**config.mk**
```make
export PLATFORM = sky130hd
export DESIGN_NAME = otter_branch_predictor
export DESIGN_NICKNAME = d
export VERILOG_FILES = /design/src/rtl/otter_branch_predictor.sv
export SDC_FILE = /design/constraint.sdc
export NUM_CORES = 1
export LEC_CHECK = 0
export CELL_PAD_IN_SITES_DETAIL_PLACEMENT = 0
export CELL_PAD_IN_SITES_GLOBAL_PLACEMENT = 1
export CORE_AREA = 2 2 298 300
export DETAILED_ROUTE_END_ITERATION = 8
export DIE_AREA = 0 0 300 302
export DONT_BUFFER_PORTS = 1
export GPL_TIMING_DRIVEN = 0
export HOLD_SLACK_MARGIN = 0.12
export PLACE_DENSITY_LB_ADDON = 0.1
export REMOVE_ABC_BUFFERS = 1
export SLEW_MARGIN = 25
export SYNTH_ARGS = -nofsm -noshare
export SYNTH_HDL_FRONTEND = slang
export SYNTH_SLANG_ARGS = --single-unit
```
**constraint.sdc**
```tcl
create_clock -name CLK -period 5.52 [get_ports CLK]
set_input_delay 0 -clock CLK [delete_from_list [all_inputs] [get_ports CLK]]
set_output_delay 0 -clock CLK [all_outputs]
set_load 0.01 [all_outputs]
```
**src/rtl/otter_branch_predictor.sv**
```systemverilog
// ---------------------------------------------------------------------------
// otter_branch_predictor
//
// Direct-mapped branch target buffer with per-entry saturating direction
// counters for the OTTER fetch stage. Fetch looks up the current PC
// combinationally. Decode trains the table with resolved branch/jump outcomes.
// Two saturating performance counters track resolved branches and
// mispredictions.
//
// Ports:
//   CLK              system clock, all state changes on the rising edge
//   RESET            synchronous active-high reset
//   FLUSH            clear every valid bit (fence.i / context change)
//   F_PC             fetch PC to look up
//   PRED_TAKEN       lookup hit whose counter predicts taken
//   PRED_TARGET      predicted target, zero unless PRED_TAKEN
//   UPD_VALID        a branch/jump resolved this cycle
//   UPD_PC           PC of the resolved instruction
//   UPD_UNCOND       1 = JAL/JALR, 0 = conditional branch
//   UPD_TAKEN        actual direction (treated as 1 for unconditional)
//   UPD_TARGET       actual target address
//   UPD_MISPRED      the prediction carried for this instruction was wrong
//   PERF_BRANCHES    saturating count of resolved updates
//   PERF_MISPREDICTS saturating count of mispredictions
// ---------------------------------------------------------------------------
module otter_branch_predictor #(
   parameter int ENTRIES      = 16,
   parameter int COUNTER_BITS = 2,
   parameter int PERF_W       = 32
) (
   input  logic              CLK,
   input  logic              RESET,
   input  logic              FLUSH,
   input  logic [31:0]       F_PC,
   output logic              PRED_TAKEN,
   output logic [31:0]       PRED_TARGET,
   input  logic              UPD_VALID,
   input  logic [31:0]       UPD_PC,
   input  logic              UPD_UNCOND,
   input  logic              UPD_TAKEN,
   input  logic [31:0]       UPD_TARGET,
   input  logic              UPD_MISPRED,
   output logic [PERF_W-1:0] PERF_BRANCHES,
   output logic [PERF_W-1:0] PERF_MISPREDICTS
);

   localparam int IDX_W = $clog2(ENTRIES);
   localparam int TAG_W = 30 - IDX_W;

   localparam logic [COUNTER_BITS-1:0] CNT_MAX  = '1;
   localparam logic [COUNTER_BITS-1:0] CNT_ZERO = '0;
   localparam logic [COUNTER_BITS-1:0] CNT_WEAK = COUNTER_BITS'(1 << (COUNTER_BITS - 1));

   // Table state. Valid bits are a flat vector so a flush clears them in one edge.
   logic [ENTRIES-1:0]      valid_q;
   logic [TAG_W-1:0]        tag_q    [ENTRIES];
   logic [29:0]             target_q [ENTRIES];
   logic [COUNTER_BITS-1:0] cnt_q    [ENTRIES];

   logic [PERF_W-1:0] perf_br_q;
   logic [PERF_W-1:0] perf_mp_q;

   // PC[1:0] never participates in indexing, tagging or target storage.
   logic unused_low_bits;
   assign unused_low_bits = ^{F_PC[1:0], UPD_PC[1:0], UPD_TARGET[1:0]};

   // -------------------------------------------------------------------------
   // Lookup
   // -------------------------------------------------------------------------
   logic [IDX_W-1:0] f_idx;
   logic [TAG_W-1:0] f_tag;
   logic             f_hit;

   assign f_idx = F_PC[IDX_W+1:2];
   assign f_tag = F_PC[31:IDX_W+2];
   assign f_hit = valid_q[f_idx] && (tag_q[f_idx] == f_tag);

   // Reads come straight from the registered table, so a same-cycle update
   // to this index is only seen on the following cycle.
   assign PRED_TAKEN  = !RESET && f_hit && cnt_q[f_idx][COUNTER_BITS-1];
   assign PRED_TARGET = PRED_TAKEN ? {target_q[f_idx], 2'b00} : 32'h0;

   // -------------------------------------------------------------------------
   // Update decode
   // -------------------------------------------------------------------------
   logic [IDX_W-1:0]        u_idx;
   logic [TAG_W-1:0]        u_tag;
   logic                    u_hit;
   logic                    u_taken;
   logic [COUNTER_BITS-1:0] u_cnt;
   logic [COUNTER_BITS-1:0] u_cnt_next;
   logic                    tbl_wr;
   logic                    data_wr;

   assign u_idx   = UPD_PC[IDX_W+1:2];
   assign u_tag   = UPD_PC[31:IDX_W+2];
   assign u_hit   = valid_q[u_idx] && (tag_q[u_idx] == u_tag);
   assign u_taken = UPD_TAKEN | UPD_UNCOND;
   assign u_cnt   = cnt_q[u_idx];

   // A not-taken miss leaves the table alone; everything else touches the entry.
   assign tbl_wr  = UPD_VALID && (u_hit || u_taken);
   // Target (and tag, which is unchanged on a hit) is written for every taken update.
   assign data_wr = !RESET && !FLUSH && UPD_VALID && u_taken;

   always_comb begin
      // NOTE: default assignment first so no path leaves u_cnt_next unassigned (no latch).
      u_cnt_next = u_cnt;
      if (!u_hit) begin
         u_cnt_next = UPD_UNCOND ? CNT_MAX : CNT_WEAK;
      end else if (UPD_UNCOND) begin
         u_cnt_next = CNT_MAX;
      end else if (UPD_TAKEN) begin
         u_cnt_next = (u_cnt == CNT_MAX) ? u_cnt : u_cnt + COUNTER_BITS'(1);
      end else begin
         u_cnt_next = (u_cnt == CNT_ZERO) ? u_cnt : u_cnt - COUNTER_BITS'(1);
      end
   end

   // -------------------------------------------------------------------------
   // Control state: valid bits, counters, perf counters
   // -------------------------------------------------------------------------
   // NOTE: sequential state uses non-blocking assignments so every flop samples pre-edge values.
   always_ff @(posedge CLK) begin
      if (RESET) begin
         valid_q   <= '0;
         for (int i = 0; i < ENTRIES; i++) begin
            cnt_q[i] <= '0;
         end
         perf_br_q <= '0;
         perf_mp_q <= '0;
      end else begin
         // Perf counters count every reported update, even one dropped by FLUSH.
         if (UPD_VALID) begin
            if (perf_br_q != '1) begin
               perf_br_q <= perf_br_q + PERF_W'(1);
            end
            if (UPD_MISPRED && (perf_mp_q != '1)) begin
               perf_mp_q <= perf_mp_q + PERF_W'(1);
            end
         end

         if (FLUSH) begin
            valid_q <= '0;
         end else if (tbl_wr) begin
            valid_q[u_idx] <= 1'b1;
            cnt_q[u_idx]   <= u_cnt_next;
         end
      end
   end

   // -------------------------------------------------------------------------
   // Payload storage: tags and targets
   // -------------------------------------------------------------------------
   // NOTE: tags and targets carry no reset; they are only observed behind a set valid bit.
   always_ff @(posedge CLK) begin
      if (data_wr) begin
         tag_q[u_idx]    <= u_tag;
         target_q[u_idx] <= UPD_TARGET[31:2];
      end
   end

   assign PERF_BRANCHES    = perf_br_q;
   assign PERF_MISPREDICTS = perf_mp_q;

endmodule

```
==> results.yml <==
timing:
  period_needed_ns: 4.834
  max_slew_margin_pct: 34.31
  tns_ns: 0
  clock.fmax_ghz: 0.2069
  hold_violations: 0
  period_share_pct: 87.58
  rsz0062_at_grt: "false"
  fin_skew_ns: 0.02925
  setup_ws_ns: 0.6858
  drv_slew: 0
  tightest_slew_ns: 0.9842
  setup_violations: 0
clock_tree:
  cts_htree_levels: 3
  cts_tree: "yes"
  insertion_delay_ns: 0.69
  cts_made_buffers: 106
  cts.path.max_buffers: 3
  clk_pin_slew_ns: 0.06
  postCtsSetupBuffers: 0
  cts_root_buf: "clkbuf_16"
  numClockSinks: 1008
route:
  viasPerCell: 6.390
  detail_route.wl_per_cell_um: 31.67
  dr.pass1.iters: 8
  drcViolationCount: 0
  ant_nets: 0
  routed_wl_um: 114700
  routed-via-count: 23152
  drtIter0Drc: 2247
floorplanning:
  num_rows: 109
  io_pins: 200
  dieArea_um2: 90600
  die_x_um: 300
  start_util_pct: 49.51
  die_y_um: 302
  core_um2: 87560
hold_path:
  hold_class: "in2reg"
  hold_start: "UPD_VALID"
  holdPathStages: 2
  min_to: "cnt_q[7][1]$_SDFFCE_PN0P_"
critical_path:
  max_stage_delay_ns: 0.63
  timing.rr.start: "tag_q[15][17]$_DFFE_PP_"
  arrival_ns: 4.83
  crit_buf_inv: 2
  critPathTopFamily: "simple AND/OR/NAND/NOR gates"
  slowest_stage: "xnor2_1"
  worstPathRequired_ns: 5.52
  critPathLaunchType: "flip-flop"
  r2r_setup_slack_ns: 1.07
  path_max_fanout: 11
  path_cells: "mux4_2, mux4_2, xnor2_1, nand4_1, nor3_1, nand4_1, buf_6, buf_6, nor2b_1"
  path_class: "reg2out"
  end_kind: "output port"
  r2r_end: "cnt_q[3][1]$_SDFFCE_PN0P_"
  reg2reg_depth: 8
yosys:
  ys_ff_latch: 1008
  synth_warnings: 0
  synth_compound_area_share_pct: 2.802
  synth_area_per_cell_um2: 19.23
  async_flop_share_pct: 0
  syn_area_um2: 43350
  synthXorXnorAreaFrac_pct: 1.838
  synth_adder_area_share_pct: 0.08081
  synth_edf_count: 928
  synth_top_cell_by_area: "edfxtp_1"
  netlist_instances: 2254
  synth_area_leaders: "edfxtp_1 (64%), mux4_2 (19%), dfxtp_1 (3.7%), mux2i_1 (1.9%), xor2_1 (0.97%)"
  yosysUniqueCellTypes: 66
  ys_seq_area_share_pct: 67.97
  synth_simple_gate_area_share_pct: 4.234
  synth_top_family_by_area: "multiplexers"
  yosysTopAreaCellShare_pct: 64.28
  muxShareOfSynthArea_pct: 21.37
  ys.flop_type: "edfxtp_1"
status:
  outcome: "finished, final reports clean"
grt:
  overflow: 0
  grt_usage_pct: 25.63
  grt_pass1_vias: 23920
  grt_antenna_before_repair: 2
  grt_pass1_wl_um: 167200
  grt_max_degree: 228
power_and_ir_drop:
  power.density_nw_per_um2: 323.8
  p_leak_uw: 0.01591
  ir_drop_mv: 0.2887
job:
  cap_violations: 0
place:
  dp_slack_ns: 1.220
  hpwl_um: 68060
  port_buffers: 0
  gp_congestion: 0.7966
cells_and_area:
  final_common_cell: "edfxtp_1"
  fin_nets: 2474
  final_cell_mix: "edfxtp_1 (928), mux4_2 (371), clkbuf_16 (106)"
  final_core_util_pct: 57.45
  layout-drive-gt1-share_pct: 26.08
  antenna_cells: 0
  area_growth_syn_to_layout_pct: 16.02
[report_power, final]
| group | internal (uW) | total [uW] | switching, uW |
|---|---|---|---|
| logic | 429 | 784 | 355 |
| clock network | 4120 | 7100 | 2980 |
| registers | 8380 | 8410 | 22.2 |
| total | 12900 | 16300 | 3360 |
[what timing repair did]
item / in CTS / in global routing
hold endpoints to repair: 1040 / 20
endpoints found under the setup margin: 0 / 0
gates resized for setup: 0 / 0
hold buffers: 71 / 1
[kinds of logic (layout without fill, tap and decap cells)]
group	Yosys count	count (layout)
XOR/XNOR	91	91
adder cells (fa/ha/maj)	3	3
other	1	2
AO/OA/AOI/OAI	175	175
flip-flops	1008	1008
buffers and inverters	160	363
AND/OR/NAND/NOR	355	355
multiplexers	461	461
[final cells by class]
cell class | instances | area, um^2
Clock inverter | 60 | 704.4
Timing Repair Buffer | 145 | 2509
Multi-Input combinational cell | 1087 | 13310
Sequential cell | 1008 | 29470
Fill cell | 6498 | 37260
Inverter | 21 | 78.83
Tap cell | 1165 | 1458
Clock buffer | 137 | 2769
[synth_stat cells (all sizes together) (4+ instances only)]
| cell | count |
|---|---|
| a211oi | 7 |
| a21o | 24 |
| a21oi | 27 |
| a221oi | 5 |
| a22o | 4 |
| a22oi | 22 |
| a31o | 8 |
| and2 | 4 |
| and3 | 12 |
| and4 | 8 |
| buf | 68 |
| clkbuf | 71 |
| dfxtp | 80 |
| edfxtp | 928 |
| inv | 21 |
| mux2 | 6 |
| mux2i | 84 |
| mux4 | 371 |
| nand2 | 54 |
| nand2b | 7 |
| nand3 | 38 |
| nand4 | 23 |
| nor2 | 98 |
| nor2b | 41 |
| nor3 | 39 |
| nor4 | 8 |
| o211ai | 11 |
| o21ai | 31 |
| o221ai | 7 |
| o22ai | 5 |
| or3 | 13 |
| xnor2 | 43 |
| xor2 | 48 |
[worst register-to-register path, stage by stage (launching register included)]
cell and delay, ns:
edfxtp_1 0.38, mux4_2 0.50, mux4_2 0.49, xor2_1 0.15, nor4_1 0.68, nand4_1 0.43, o31ai_4 0.70, a31o_2 0.26
dlygate4sd3_1 0.58
[registers in the layout, indices dropped and copies added (netlist names)]
signal,cells
PERF_BRANCHES,32
PERF_MISPREDICTS,32
target_q,480
cnt_q,32
valid_q,16
tag_q,416
[routing by layer]
layer | up-vias | part of all wire (%) | global-route usage (%)
met3 | 179 | 6.4 | 4.173
met2 | 854 | 50 | 42.37
met4 | 4 | 2.5 | 7.000
li1 | 9637 | - | -
met5 | - | 0.021 | 0
met1 | 12478 | 41 | 35.77
[worst max-delay path by stage]
stage	from	end	depth (start not counted)
floorplan	RESET	tag_q[10][0]$_DFFE_PP_	3
global placement	RESET	target_q[10][1]$_DFFE_PP_	3
detailed placement	tag_q[15][20]$_DFFE_PP_	PRED_TARGET[2]	9
CTS	tag_q[15][20]$_DFFE_PP_	PRED_TARGET[2]	9
global route	tag_q[15][20]$_DFFE_PP_	PRED_TARGET[27]	9
finish	tag_q[15][20]$_DFFE_PP_	PRED_TARGET[27]	9
[through the flow]
stage                     total power, uW  std cells  instance area [um^2]  hold WS, ns
final                               16290       3623                 50300       0.1876
after global routing                16740       3623                 50300       0.1636
after CTS                           16400       3622                 50280       0.1219
after detailed placement             9206       3354                 46080      0.07835
after global placement               9185       3281                 44160      0.07754
after floorplan                      9054       2116                 42700      0.06907
(Power assumes the default switching activity.)
